--- src/rtl/cpu_pkg.sv ---
`default_nettype none
// ============================================================================
// Module   : cpu_pkg
// Purpose  : Shared CPU constants, instruction-format widths and fetch state type
// Revision : 1.0
// ============================================================================
package cpu_pkg;

  localparam int ADDR_W_DEF = 5;
  localparam int INS_W_DEF  = 13;
  localparam int OPCODE_W   = 5;
  localparam int OPERAND_W  = 8;

  localparam logic [OPCODE_W-1:0] OPCODE_NOP = 5'h00;
  localparam logic [OPCODE_W-1:0] OPCODE_LDA = 5'h01;
  localparam logic [OPCODE_W-1:0] OPCODE_STA = 5'h02;
  localparam logic [OPCODE_W-1:0] OPCODE_ADD = 5'h03;
  localparam logic [OPCODE_W-1:0] OPCODE_SUB = 5'h04;
  localparam logic [OPCODE_W-1:0] OPCODE_JMP = 5'h05;
  localparam logic [OPCODE_W-1:0] OPCODE_JZ  = 5'h06;
  localparam logic [OPCODE_W-1:0] OPCODE_HLT = 5'h1F;

  localparam logic [1:0] REG_SEL_A = 2'd0;
  localparam logic [1:0] REG_SEL_B = 2'd1;
  localparam logic [1:0] REG_SEL_C = 2'd2;
  localparam logic [1:0] REG_SEL_D = 2'd3;

  typedef enum logic {
    RUN  = 1'b0,
    HALT = 1'b1
  } fetch_state_t;

endpackage
`default_nettype wire

--- src/rtl/program_counter.sv ---
`default_nettype none
// ============================================================================
// Module   : program_counter
// Purpose  : PC register with jump load, hold and modulo-2^ADDR_W increment
// Revision : 1.0
// ============================================================================
module program_counter #(
  parameter int ADDR_W = 5,
  parameter int RST_PC = 0
) (
  input  logic              clk,
  input  logic              rst,
  input  logic              inc_en_i,
  input  logic              ld_en_i,
  input  logic [ADDR_W-1:0] ld_val_i,
  input  logic              hold_i,
  output logic [ADDR_W-1:0] pc_o
);

  logic [ADDR_W-1:0] pc_q;
  logic [ADDR_W-1:0] pc_d;

  // A jump load wins over hold so redirects are never lost; wrap is silent.
  always_comb begin
    pc_d = pc_q;
    if (ld_en_i) begin
      pc_d = ld_val_i;
    end else if (!hold_i && inc_en_i) begin
      pc_d = pc_q + ADDR_W'(1);
    end
  end

  always_ff @(posedge clk) begin
    if (rst) begin
      pc_q <= ADDR_W'(RST_PC);
    end else begin
      pc_q <= pc_d;
    end
  end

  assign pc_o = pc_q;

endmodule
`default_nettype wire

--- src/rtl/fetch_unit.sv ---
`default_nettype none
// ============================================================================
// Module   : fetch_unit
// Purpose  : Instruction fetch: PC, instruction register, decode handshake,
//            jump flush and halt
// Revision : 1.0
// ============================================================================
module fetch_unit
  import cpu_pkg::*;
#(
  parameter int ADDR_W = ADDR_W_DEF,
  parameter int INS_W  = INS_W_DEF,
  parameter int RST_PC = 0
) (
  input  logic              clk,
  input  logic              rst,
  input  logic              en,
  output logic [ADDR_W-1:0] pc_addr,
  input  logic [INS_W-1:0]  ins_in,
  output logic [INS_W-1:0]  ir_out,
  output logic [ADDR_W-1:0] ir_pc,
  output logic              ir_valid,
  input  logic              ir_ready,
  input  logic              jmp_req,
  input  logic [ADDR_W-1:0] jmp_addr,
  input  logic              halt_req,
  output logic              halted
);

  localparam logic [INS_W-1:0] C_NOP_WORD = {OPCODE_NOP, {(INS_W-OPCODE_W){1'b0}}};

  fetch_state_t      state_q, state_d;
  logic [INS_W-1:0]  ir_q, ir_d;
  logic [ADDR_W-1:0] ir_pc_q, ir_pc_d;
  logic              ir_valid_q, ir_valid_d;
  logic              w_load;
  logic              w_jump;
  logic              w_xfer;
  logic [ADDR_W-1:0] w_pc;

  program_counter #(
    .ADDR_W (ADDR_W),
    .RST_PC (RST_PC)
  ) u_pc (
    .clk      (clk),
    .rst      (rst),
    .inc_en_i (w_load),
    .ld_en_i  (w_jump),
    .ld_val_i (jmp_addr),
    .hold_i   (state_q == HALT),
    .pc_o     (w_pc)
  );

  assign w_xfer = ir_valid_q && ir_ready;

  // Priority inside RUN: jump, then halt, then load/transfer.
  always_comb begin
    state_d    = state_q;
    ir_d       = ir_q;
    ir_pc_d    = ir_pc_q;
    ir_valid_d = ir_valid_q;
    w_load     = 1'b0;
    w_jump     = 1'b0;

    if (state_q == RUN) begin
      if (jmp_req) begin
        w_jump     = 1'b1;
        ir_valid_d = 1'b0;
      end else if (halt_req) begin
        state_d = HALT;
        if (w_xfer) begin
          ir_valid_d = 1'b0;
        end
      end else begin
        w_load = en && (!ir_valid_q || ir_ready);
        if (w_load) begin
          ir_d       = ins_in;
          ir_pc_d    = w_pc;
          ir_valid_d = 1'b1;
        end else if (w_xfer) begin
          ir_valid_d = 1'b0;
        end
      end
    end else begin
      // Only draining of an already-captured word is allowed once halted.
      if (w_xfer) begin
        ir_valid_d = 1'b0;
      end
    end
  end

  always_ff @(posedge clk) begin
    if (rst) begin
      state_q    <= RUN;
      ir_q       <= C_NOP_WORD;
      ir_pc_q    <= '0;
      ir_valid_q <= 1'b0;
    end else begin
      state_q    <= state_d;
      ir_q       <= ir_d;
      ir_pc_q    <= ir_pc_d;
      ir_valid_q <= ir_valid_d;
    end
  end

  assign pc_addr  = w_pc;
  assign ir_out   = ir_q;
  assign ir_pc    = ir_pc_q;
  assign ir_valid = ir_valid_q;
  assign halted   = (state_q == HALT);

endmodule
`default_nettype wire

--- config.mk ---
export PLATFORM = sky130hd
export DESIGN_NAME = fetch_unit
export DESIGN_NICKNAME = d
export VERILOG_FILES = /design/src/rtl/cpu_pkg.sv /design/src/rtl/program_counter.sv /design/src/rtl/fetch_unit.sv
export SDC_FILE = /design/constraint.sdc
export NUM_CORES = 1
export LEC_CHECK = 0
export CELL_PAD_IN_SITES_DETAIL_PLACEMENT = 1
export CELL_PAD_IN_SITES_GLOBAL_PLACEMENT = 1
export CORE_MARGIN = 3
export CORE_UTILIZATION = 30
export CTS_CLUSTER_SIZE = 14
export DETAILED_ROUTE_END_ITERATION = 6
export PLACE_DENSITY_LB_ADDON = 0.1
export SKIP_CTS_REPAIR_TIMING = 1
export SLEW_MARGIN = 20
export SYNTH_ARGS = -nofsm -noshare
export SYNTH_HDL_FRONTEND = slang
export SYNTH_SLANG_ARGS = --single-unit
--- constraint.sdc ---
create_clock -name clk -period 3.4 [get_ports clk]
set_input_delay 1.02 -clock clk [delete_from_list [all_inputs] [get_ports clk]]
set_output_delay 1.02 -clock clk [all_outputs]
set_load 0.01 [all_outputs]
Word level (Yosys, flattened, before mapping)
Cells that the tools add are included.
Widths: inputs -> output; s select.
{"block": "op_classes", "addsub": 1, "mux": 15, "bitwise_logic": 3, "n_reduce_logical": 8}
{"operator": "$mux 1", "count": 13}
{"operator": "$mux 5", "count": 2}
{"operator": "$add 5x1->5 const B", "count": 1}
{"operator": "$reduce_and 4->1", "count": 1}
{"operator": "$logic_and 1x1->1", "count": 3}
{"operator": "$not 1->1", "count": 3}
{"operator": "$logic_not 1->1", "count": 2}
{"operator": "$reduce_bool 2->1", "count": 1}
{"operator": "$logic_or 1x1->1", "count": 1}
{"block": "totals", "regBits": 25, "input_bits": 24, "output_inout_bits": 25, "wordCells": 32}

Logic depth before layout (Yosys ltp)
Gate-level depths: netlist (run 1).
{"block": "logic_depth", "ltp_word": 9, "depth_mapped": 6, "depth_no_buf": 4}

Cells and area by module
Synthesis (run 1) repeated with hierarchy kept, for this count alone.
{"block": "hier_totals", "cells_unflattened": 117, "area_unflattened_um2": 1173.6}
{"mod": "fetch_unit", "instances": 1, "cells_each": 88, "area_each_um2": 905.9}
{"mod": "program_counter", "instances": 1, "cells_each": 29, "area_each_um2": 267.8}

Worst setup path after synthesis (run 1)
Ideal clock, no wire load.
{"block": "synth_timing", "kind": "input to register", "startpoint": "input jmp_req", "endpoint": "register u_pc.pc_q[0], in the netlist u_pc.pc_o[0]", "t_arrival_ns": 1.916, "required_ns": 3.297, "slack_ns": 1.381, "cell_stages": 5, "path_buffers": 1, "cell_sequence": "nor4b_2 > and2_1 > buf_6 > nor3_2 > a2111oi_2"}
{"block": "synth_between", "elab_chain_len": 4, "elab_cells_between_ends": 7}
{"item": "start: declaration", "line": "fetch_unit.sv:24", "source": "input logic jmp_req,"}
{"item": "$mux 1", "line": "fetch_unit.sv:66", "source": "if (jmp_req) begin"}
{"item": "$mux 1", "line": "fetch_unit.sv:65", "source": "if (state_q == RUN) begin"}
{"item": "$logic_and 1x1->1", "line": "program_counter.sv:28", "source": "end else if (!hold_i && inc_en_i) begin"}
{"item": "$reduce_bool 2->1 (no line)"}
{"item": "end signal: assignment", "line": "program_counter.sv:35", "source": "pc_q <= ADDR_W'(RST_PC);"}
{"item": "end signal: assignment", "line": "program_counter.sv:37", "source": "pc_q <= pc_d;"}
{"item": "end: declaration", "line": "program_counter.sv:20", "source": "logic [ADDR_W-1:0] pc_q;"}
Parallel ways exist; a longest one is shown, timed or not.
A chain may end at the register's enable or synchronous reset.

Worst setup path after layout (run 1)
{"block": "layout_timing", "startpoint": "register u_pc.pc_q[0], in the netlist u_pc.pc_o[0]", "endpoint": "output pc_addr[0]"}
{"item": "end: declaration", "line": "fetch_unit.sv:18", "source": "output logic [ADDR_W-1:0] pc_addr,"}
No word-level cell between the ends.

==> impl_metrics.ini, run 1 <==
[hold_path]
hold_class = flop to flop
min_from = ir_out[3]$_SDFFE_PP0P_
whs_path_depth = 2

[worst_setup_path]
cp_top_family = buffers and inverters
rr_startpoint = halted$_SDFF_PP0_
cp-startpoint = u_pc.pc_o[0]$_SDFFE_PP0P_
crit_type = flop to output port
worstRegToRegCells = 4
path_buf_inv = 1
r2r_slack_ns = 1.89
cp_num_cells = 1
slowest_stage = clkdlybuf4s50_1
worstReg2RegEnd = u_pc.pc_o[3]$_SDFFE_PP0P_
endpoint = pc_addr[0]
crit_required_ns = 2.38
crit_path_end_kind = output port
crit_arrival_ns = 1.43
crit_path_start_kind = flop
cp_max_fo = 7
worst_path_largest_cell_delay_ns = 0.60
path_cells = clkdlybuf4s50_1

[synth]
synth_area_per_cell_um2 = 8.20
synth-edff-count = 0
synth_nets = 149
synth_commonest_cells = nand2_1 (42), dfxtp_1 (25), a21oi_1 (19)
yosys_warnings = 0
yosysMostFrequentCell = nand2_1
synth.distinct_cells = 25
synth-main-ff-cell = dfxtp_1
yosys.area.top_type = dfxtp_1
yosysSeqAreaShare_pct = 49.2
async_flop_share_pct = 0
synth_seq_cells = 25
synth_top_cell_area_share_pct = 49.2
synth_area_mm2 = 0.00102
synth_cells = 124
synthTopCellsByArea = dfxtp_1 (49%), nand2_1 (15%), a21oi_1 (9.3%)

[clock_network]
clock-root-buffer = clkbuf_4
cts_tree = done
cts_max_level = 1
cts_num_sinks = 25
clock_latency_ns = 0.32
cts_made_buffers = 3
clkTransAtPathRegs_ns = 0.12
cts_buffer_depth = 2

[pwr]
p_sw_uw = 139
sw_frac_of_total_pct = 25.3
irDropWorstVdd_mv = 0.135
power_frac_clock_pct = 24.1
p_leak_nw = 0.537
p_seq_share_pct = 57.9
intPower_uw = 409
pwr-share-comb_pct = 18.0
powerDensity_mw_per_mm2 = 351

[global_route]
grt_pass1_wl_mm = 4.56
grt_pass1_vias = 1008
grt-ovfl-total = 0
antenna_found_initial = 0
track_usage_pct = 13.8
grt_max_degree = 20

[floorplan]
die_h_um = 64.2
rows = 20
die_x_um = 64.2
start_util_pct = 32.3
die-area_mm2 = 0.00413
ios = 49
coreArea_mm2 = 0.00315

[timing]
setup_viol = 0
clock_skew_ns = 0.00617
finalSetupTns_ns = 0
finalCritPeriodShare_pct = 72.1
finalMaxSlewViolations = 0
worst_pin_slew_ns = 0.363
period_needed_ns = 2.45
fmax_ghz = 0.408
slew_headroom_pct = 75.7
rsz0062_at_grt = no
hold_viol_final = 0

[placed_design]
port_buffers = 48
place_congestion = 0.682
post-dp-hpwl_mm = 2.12

[flow_run]
cap_violations = 0

[outcome]
status = complete, no violations

[drt]
drcViolationCount = 0
wl_per_cell_um = 12.4
routed_wl_mm = 2.67
dr_total_vias = 996
routed_via_density = 4.61
first_iter_violations = 28
first_pass_iters = 2
ant_nets = 0

[layout]
drive_gt1_share_pct = 8.14
finish.utilization_pct = 49.5
nets = 198
antenna_cells = 0
synthToLayoutAreaGrowth_pct = 53.4
-- stage by stage --
stage,hold slack [ns],power [mW],cells,area (µm²),setup slack (ns)
final,0.463,0.548,216,1560,0.948
after global routing,0.481,0.577,216,1560,0.881
after CTS,0.466,0.559,216,1560,0.933
after detailed placement,0.448,0.424,212,1530,0.718
after global placement,0.441,0.421,212,1530,0.772
after floorplan,0.481,0.364,124,1020,1.38
-- power by group through the flow --
| stage | registers, mW | logic (mW) | clock network (mW) |
|---|---|---|---|
| after global routing | 0.320 | 0.108 | 0.149 |
| after global placement | 0.323 | 0.0983 | 0 |
| final | 0.317 | 0.0988 | 0.132 |
| after detailed placement | 0.324 | 0.100 | 0 |
| after CTS | 0.317 | 0.101 | 0.141 |
| after floorplan | 0.327 | 0.0371 | 0 |
-- cells in the final DEF (no fill, tap or decap), types with 2 or more instances in the layout --
master | synthesis | final
clkdlybuf4s50_1 | 0 | 48
nand2_1 | 42 | 42
dfxtp_1 | 25 | 25
a21oi_1 | 19 | 19
nor2_1 | 9 | 9
buf_4 | 1 | 4
nand3_1 | 3 | 3
clkbuf_4 | 0 | 3
o211ai_1 | 2 | 2
-- logic make-up (layout without fill, tap and decap cells) --
kind of cell	count (synthesis)	after routing	share of synthesized area, %
AOI/OAI and AO/OA	27	27	17.6
adders and majority gates	1	1	1.23
buffers and inverters	9	57	5.17
DFF	25	25	49.2
and+or+nand+nor	62	62	26.8
-- state kept, by name, summed over array words and instances (netlist names) --
name,count
ir_valid,1
ir_out,13
halted,1
ir_pc,5
u_pc.pc_o,5
-- worst min path at each step --
stage | slack (ns) | endpoint
finish | 0.46 | ir_out[3]$_SDFFE_PP0P_
global route | 0.48 | ir_out[3]$_SDFFE_PP0P_
CTS | 0.47 | ir_out[3]$_SDFFE_PP0P_
detailed placement | 0.45 | ir_out[3]$_SDFFE_PP0P_
global placement | 0.44 | ir_out[0]$_SDFFE_PP0P_
floorplan | 0.48 | ir_out[0]$_SDFFE_PP0P_
-- layer usage --
layer  share of wire (%)  global-route usage, %  wire [µm]  vias to the layer above
met5                   0                      0          0                        -
met3                 5.5                   3.51        148                        5
met2                  49                   23.9       1320                       29
li1                    -                      -          -                      508
met4                 1.6                   5.54         42                        0
met1                  44                   16.1       1170                      454
-- layout make-up --
cell class / instances / area (µm²)
Clock buffer: 4 / 26.3
Fill cell: 389 / 1590
Inverter: 1 / 3.75
Multi-Input combinational cell: 90 / 464
Sequential cell: 25 / 500
Tap cell: 44 / 55.1
Timing Repair Buffer: 52 / 510
-- tightest hold or removal path: stages, from the launching register on --
cell	delay, ns
dfxtp_1	0.33
nand2_1	0.05
a21oi_1	0.05
Note: power is estimated with default switching activity, not from simulation.
==> inputs of run 2 (changes only) <==
- CORE_UTILIZATION: 30 -> 25
- clock period: 3.4 -> 2.2 ns (I/O delays scaled with it)
==> run 2 against run 1 <==
Against the previous run:
- final cell count grew 4.6%
- worst setup slack lost 0.79 ns
- global-route usage shrank 1.2 points
- final area grew 4.5%
- clock power grew 100%
- worst hold slack lost 0.0059 ns
- clock skew shrank 0.0035 ns
- non-clock buffer count grew 6
- largest power group unchanged
==> impl_metrics.ini, run 2 (synthesis gave the netlist of run 1 again) <==
[outcome]
status = complete, no violations

[floorplan]
die_h_um = 69.8
die_x_um = 69.8
rows = 22
ios = 49
coreArea_mm2 = 0.00380
start_util_pct = 26.8
die-area_mm2 = 0.00487

[clock_network]
cts_tree = done
clkTransAtPathRegs_ns = 0.08
clock-root-buffer = clkbuf_8
cts_made_buffers = 3
cts_buffer_depth = 2
cts_max_level = 1
cts_num_sinks = 25
clock_latency_ns = 0.26

[worst_setup_path]
path_buf_inv = 1
rr_startpoint = halted$_SDFF_PP0_
path_cells = clkdlybuf4s50_1 > nor4b_2 > and2_1 > nand3_1 > o311ai_1
worstReg2RegEnd = u_pc.pc_o[4]$_SDFFE_PP0P_
cp_max_fo = 7
r2r_slack_ns = 0.66
cp_top_family = simple AND/OR/NAND/NOR gates
crit_arrival_ns = 2.21
crit_required_ns = 2.37
slowest_stage = clkdlybuf4s50_1
crit_path_end_kind = flop
crit_type = input port to flop
crit_path_start_kind = input port
worst_path_largest_cell_delay_ns = 0.43
worstRegToRegCells = 4
cp-startpoint = jmp_req

[pwr]
irDropWorstVdd_mv = 0.217
powerDensity_mw_per_mm2 = 563
p_leak_nw = 0.577

[timing]
rsz0062_at_grt = no
slew_headroom_pct = 80.0
finalSetupTns_ns = 0
fmax_ghz = 0.490
finalCritPeriodShare_pct = 92.8
finalMaxSlewViolations = 0
clock_skew_ns = 0.00272
period_needed_ns = 2.04
setup_slack_ns = 0.158
setup_viol = 0
hold_viol_final = 0
worst_pin_slew_ns = 0.300

[layout]
nets = 204
fillerInstances = 477
mostFrequentLayoutCell = clkdlybuf4s50_1
drive_gt1_share_pct = 11.8
multiInputGateArea_um2 = 464
synthToLayoutAreaGrowth_pct = 60.3
final_cell_mix = clkdlybuf4s50_1 (48), nand2_1 (42), dfxtp_1 (25)
seq_area_um2 = 500
finish.utilization_pct = 42.9
postLayoutCellArea_mm2 = 0.00163
largest_register_ffs = 13
stdcell_count = 226
antenna_cells = 0

[global_route]
grt_max_degree = 15
antenna_found_initial = 0
grt-ovfl-total = 0
grt_pass1_vias = 1090
grt_pass1_wl_mm = 5.06
track_usage_pct = 12.6

[placed_design]
place_congestion = 0.666
port_buffers = 48
post-dp-hpwl_mm = 2.38
dp_worst_setup_slack_ns = -0.150
placed_area_mm2 = 0.00158
placedCellCount = 222

[drt]
dr_total_vias = 1040
first_iter_violations = 34
drcViolationCount = 0
routed_wl_mm = 2.97
ant_nets = 0
wl_per_cell_um = 13.2
routed_via_density = 4.60
first_pass_iters = 4

[hold_path]
hold_end = ir_out[11]$_SDFFE_PP0P_
whs_path_depth = 2
min_from = ir_out[11]$_SDFFE_PP0P_
hold_class = flop to flop

[flow_run]
cap_violations = 0
[run 2: cell types whose count changed in the layout (fill, tap and decap cells not counted)]
cell and change:
clkbuf_1 -1, clkbuf_4 -3, clkbuf_8 +3, clkinv_2 +1
buf_4 +6
[run 2: final cells by class]
cell class	instances	area share, %
multi-input cells	90	28.5
clock buffers	3	2.53
flip-flops and latches	25	30.7
repair buffers	58	34.1
well taps	48	3.68
clock inverters	1	0.307
inverters	1	0.230
[run 2: layer usage]
layer	up-vias	GRT usage, %	part of all wire (%)
met5	-	0	0
met4	0	3.19	1.0
met3	4	3.62	5.8
met2	28	21.5	50
met1	485	15.5	43
li1	523	-	-
[run 2: power by group]
part           switching (mW)  total [mW]  internal [mW]
registers              0.0178       0.488          0.470
clock network           0.138       0.264          0.126
logic                  0.0672       0.165         0.0981
total                   0.223       0.917          0.695
[run 2: through the flow]
step	total power [mW]	hold WS [ns]
floorplan	0.563	0.481
global placement	0.662	0.441
detailed placement	0.668	0.449
CTS	0.934	0.461
global route	0.975	0.481
finish	0.917	0.457
[run 2: worst min-delay path: cells and delay by family, from the launching register on]
family,cells,cell delay (ns)
and+or+nand+nor,1,0.05
DFF,1,0.31
AOI/OAI and AO/OA,1,0.05
[run 2: how the worst max path moves through the flow]
| stage | slack (ns) | depth (start not counted) | end |
|---|---|---|---|
| final | 0.16 | 5 | u_pc.pc_o[4]$_SDFFE_PP0P_ |
| after global routing | 0.03 | 6 | ir_pc[2]$_SDFFE_PP0P_ |
| after CTS | 0.14 | 6 | ir_pc[2]$_SDFFE_PP0P_ |
| after detailed placement | -0.15 | 6 | ir_pc[2]$_SDFFE_PP0P_ |
| after global placement | 0.01 | 5 | u_pc.pc_o[3]$_SDFFE_PP0P_ |
| after floorplan | 0.54 | 5 | u_pc.pc_o[0]$_SDFFE_PP0P_ |
==> inputs of run 3 (changes only) <==
- HOLD_SLACK_MARGIN: not set -> 0.03
- RECOVER_POWER: not set -> 50
==> run 3 against run 2 <==
Against the previous run:
- global-route usage unchanged
- clock power about the same
- critical path depth unchanged
- clock-buffer cell count is the same
- final cell count unchanged
- clock skew stayed put
- non-clock buffer count unchanged
- critical endpoint unchanged
==> impl_metrics.ini, run 3 (synthesis gave the netlist of run 1 again) <==
[drt]
routed-wl-met2_mm = 1.49
ant_nets = 0
wl_met1_mm = 1.28
met3_length_um = 172
routed_wl_mm = 2.97
drcViolationCount = 0
wl_per_cell_um = 13.1
dr_total_vias = 1040
top_layer = met4
routed_via_density = 4.60
first_iter_violations = 34
first_pass_iters = 4

[layout]
drive_gt1_share_pct = 11.8
nets = 204
postLayoutCellArea_mm2 = 0.00163
largest_register_ffs = 13
stdcell_count = 226
multiInputGateArea_um2 = 464
seq_area_um2 = 500
fillerInstances = 477
mostFrequentLayoutCell = nand2_1
synthToLayoutAreaGrowth_pct = 60.3
final_cell_mix = nand2_1 (42), clkdlybuf4s50_1 (26), dfxtp_1 (25)
antenna_cells = 0

[clock_network]
cts_num_sinks = 25
cts_max_level = 1
cts_tree = done
clock-root-buffer = clkbuf_8
clkTransAtPathRegs_ns = 0.08
clock_latency_ns = 0.26
cts_made_buffers = 3
cts_buffer_depth = 2

[floorplan]
start_util_pct = 26.8
die_x_um = 69.8
rows = 22
ios = 49
coreArea_mm2 = 0.00380
die-area_mm2 = 0.00487
die_h_um = 69.8

[worst_setup_path]
rr_startpoint = halted$_SDFF_PP0_
r2r_slack_ns = 0.66
crit_path_start_kind = input port
worstReg2RegEnd = u_pc.pc_o[4]$_SDFFE_PP0P_
crit_arrival_ns = 2.21
crit_type = input port to flop
crit_path_end_kind = flop
worstRegToRegCells = 4
cp_max_fo = 7
crit_required_ns = 2.37

[global_route]
grt_pass1_vias = 1090
grt-ovfl-total = 0
track_usage_pct = 12.6
antenna_found_initial = 0
grt_max_degree = 15
grt_pass1_wl_mm = 5.06

[timing]
setup_slack_ns = 0.160
hold_viol_final = 0
setup_viol = 0
finalSetupTns_ns = 0
slew_headroom_pct = 80.0
worst_pin_slew_ns = 0.300
finalCritPeriodShare_pct = 92.7
fmax_ghz = 0.490
clock_skew_ns = 0.00272
finalMaxSlewViolations = 0
rsz0062_at_grt = no
period_needed_ns = 2.04
whs_ns = 0.454

[outcome]
status = complete, no violations

[placed_design]
dp_worst_setup_slack_ns = -0.150
post-dp-hpwl_mm = 2.38
port_buffers = 48
placed_area_mm2 = 0.00158
place_congestion = 0.666
placedCellCount = 222

[hold_path]
min_from = ir_out[11]$_SDFFE_PP0P_
hold_class = flop to flop
whs_path_depth = 2
hold_end = ir_out[11]$_SDFFE_PP0P_

[pwr]
pwr-share-comb_pct = 17.6
sw_frac_of_total_pct = 24.3
power_frac_clock_pct = 29.0
p_seq_share_pct = 53.5
powerDensity_mw_per_mm2 = 559
intPower_uw = 690
p_sw_uw = 222
irDropWorstVdd_mv = 0.217
p_leak_nw = 0.648

[flow_run]
cap_violations = 0
[run 3: worst max-delay path: stages]
cell and delay, ns:
clkdlybuf4s50_1 0.43, nor4b_2 0.36, and2_1 0.31, nand3_1 0.18, o311ai_1 0.26
[run 3: how the worst max path moves through the flow]
stage | startpoint | endpoint | slack, ns | cells after the start
after CTS | jmp_req | ir_pc[2]$_SDFFE_PP0P_ | 0.14 | 6
after floorplan | jmp_req | u_pc.pc_o[0]$_SDFFE_PP0P_ | 0.54 | 5
after global placement | jmp_req | u_pc.pc_o[3]$_SDFFE_PP0P_ | 0.01 | 5
final | jmp_req | u_pc.pc_o[4]$_SDFFE_PP0P_ | 0.16 | 5
after global routing | jmp_req | ir_pc[2]$_SDFFE_PP0P_ | 0.03 | 6
after detailed placement | jmp_req | ir_pc[2]$_SDFFE_PP0P_ | -0.15 | 6
[run 3: stage by stage]
stage | total power, mW | utilization, %
after floorplan | 0.563 | -
after global routing | 0.969 | 42.9
after CTS | 0.934 | 42.9
after detailed placement | 0.668 | 41.7
final | 0.912 | 42.9
after global placement | 0.662 | 41.7
[run 3: area by class of cell]
cell class                 count  share of cell area [%]
clock buffer                   3                    2.53
clock inverter                 1                   0.307
inverter                       1                   0.230
multi-input combinational     90                    28.5
sequential                    25                    30.7
tap                           48                    3.68
timing repair buffer          58                    34.1
[run 3: power by group through the flow]
stage	Sequential (mW)	Combinational (mW)	Clock, mW
floorplan	0.505	0.0574	0
global placement	0.498	0.164	0
detailed placement	0.500	0.168	0
CTS	0.489	0.169	0.276
global route	0.492	0.177	0.301
finish	0.488	0.160	0.264
[run 3: per-layer routing]
metal / GRT usage (%) / up-vias
li1: - / 523
met1: 15.5 / 485
met2: 21.5 / 28
met3: 3.62 / 4
met4: 3.19 / 0
met5: 0 / -
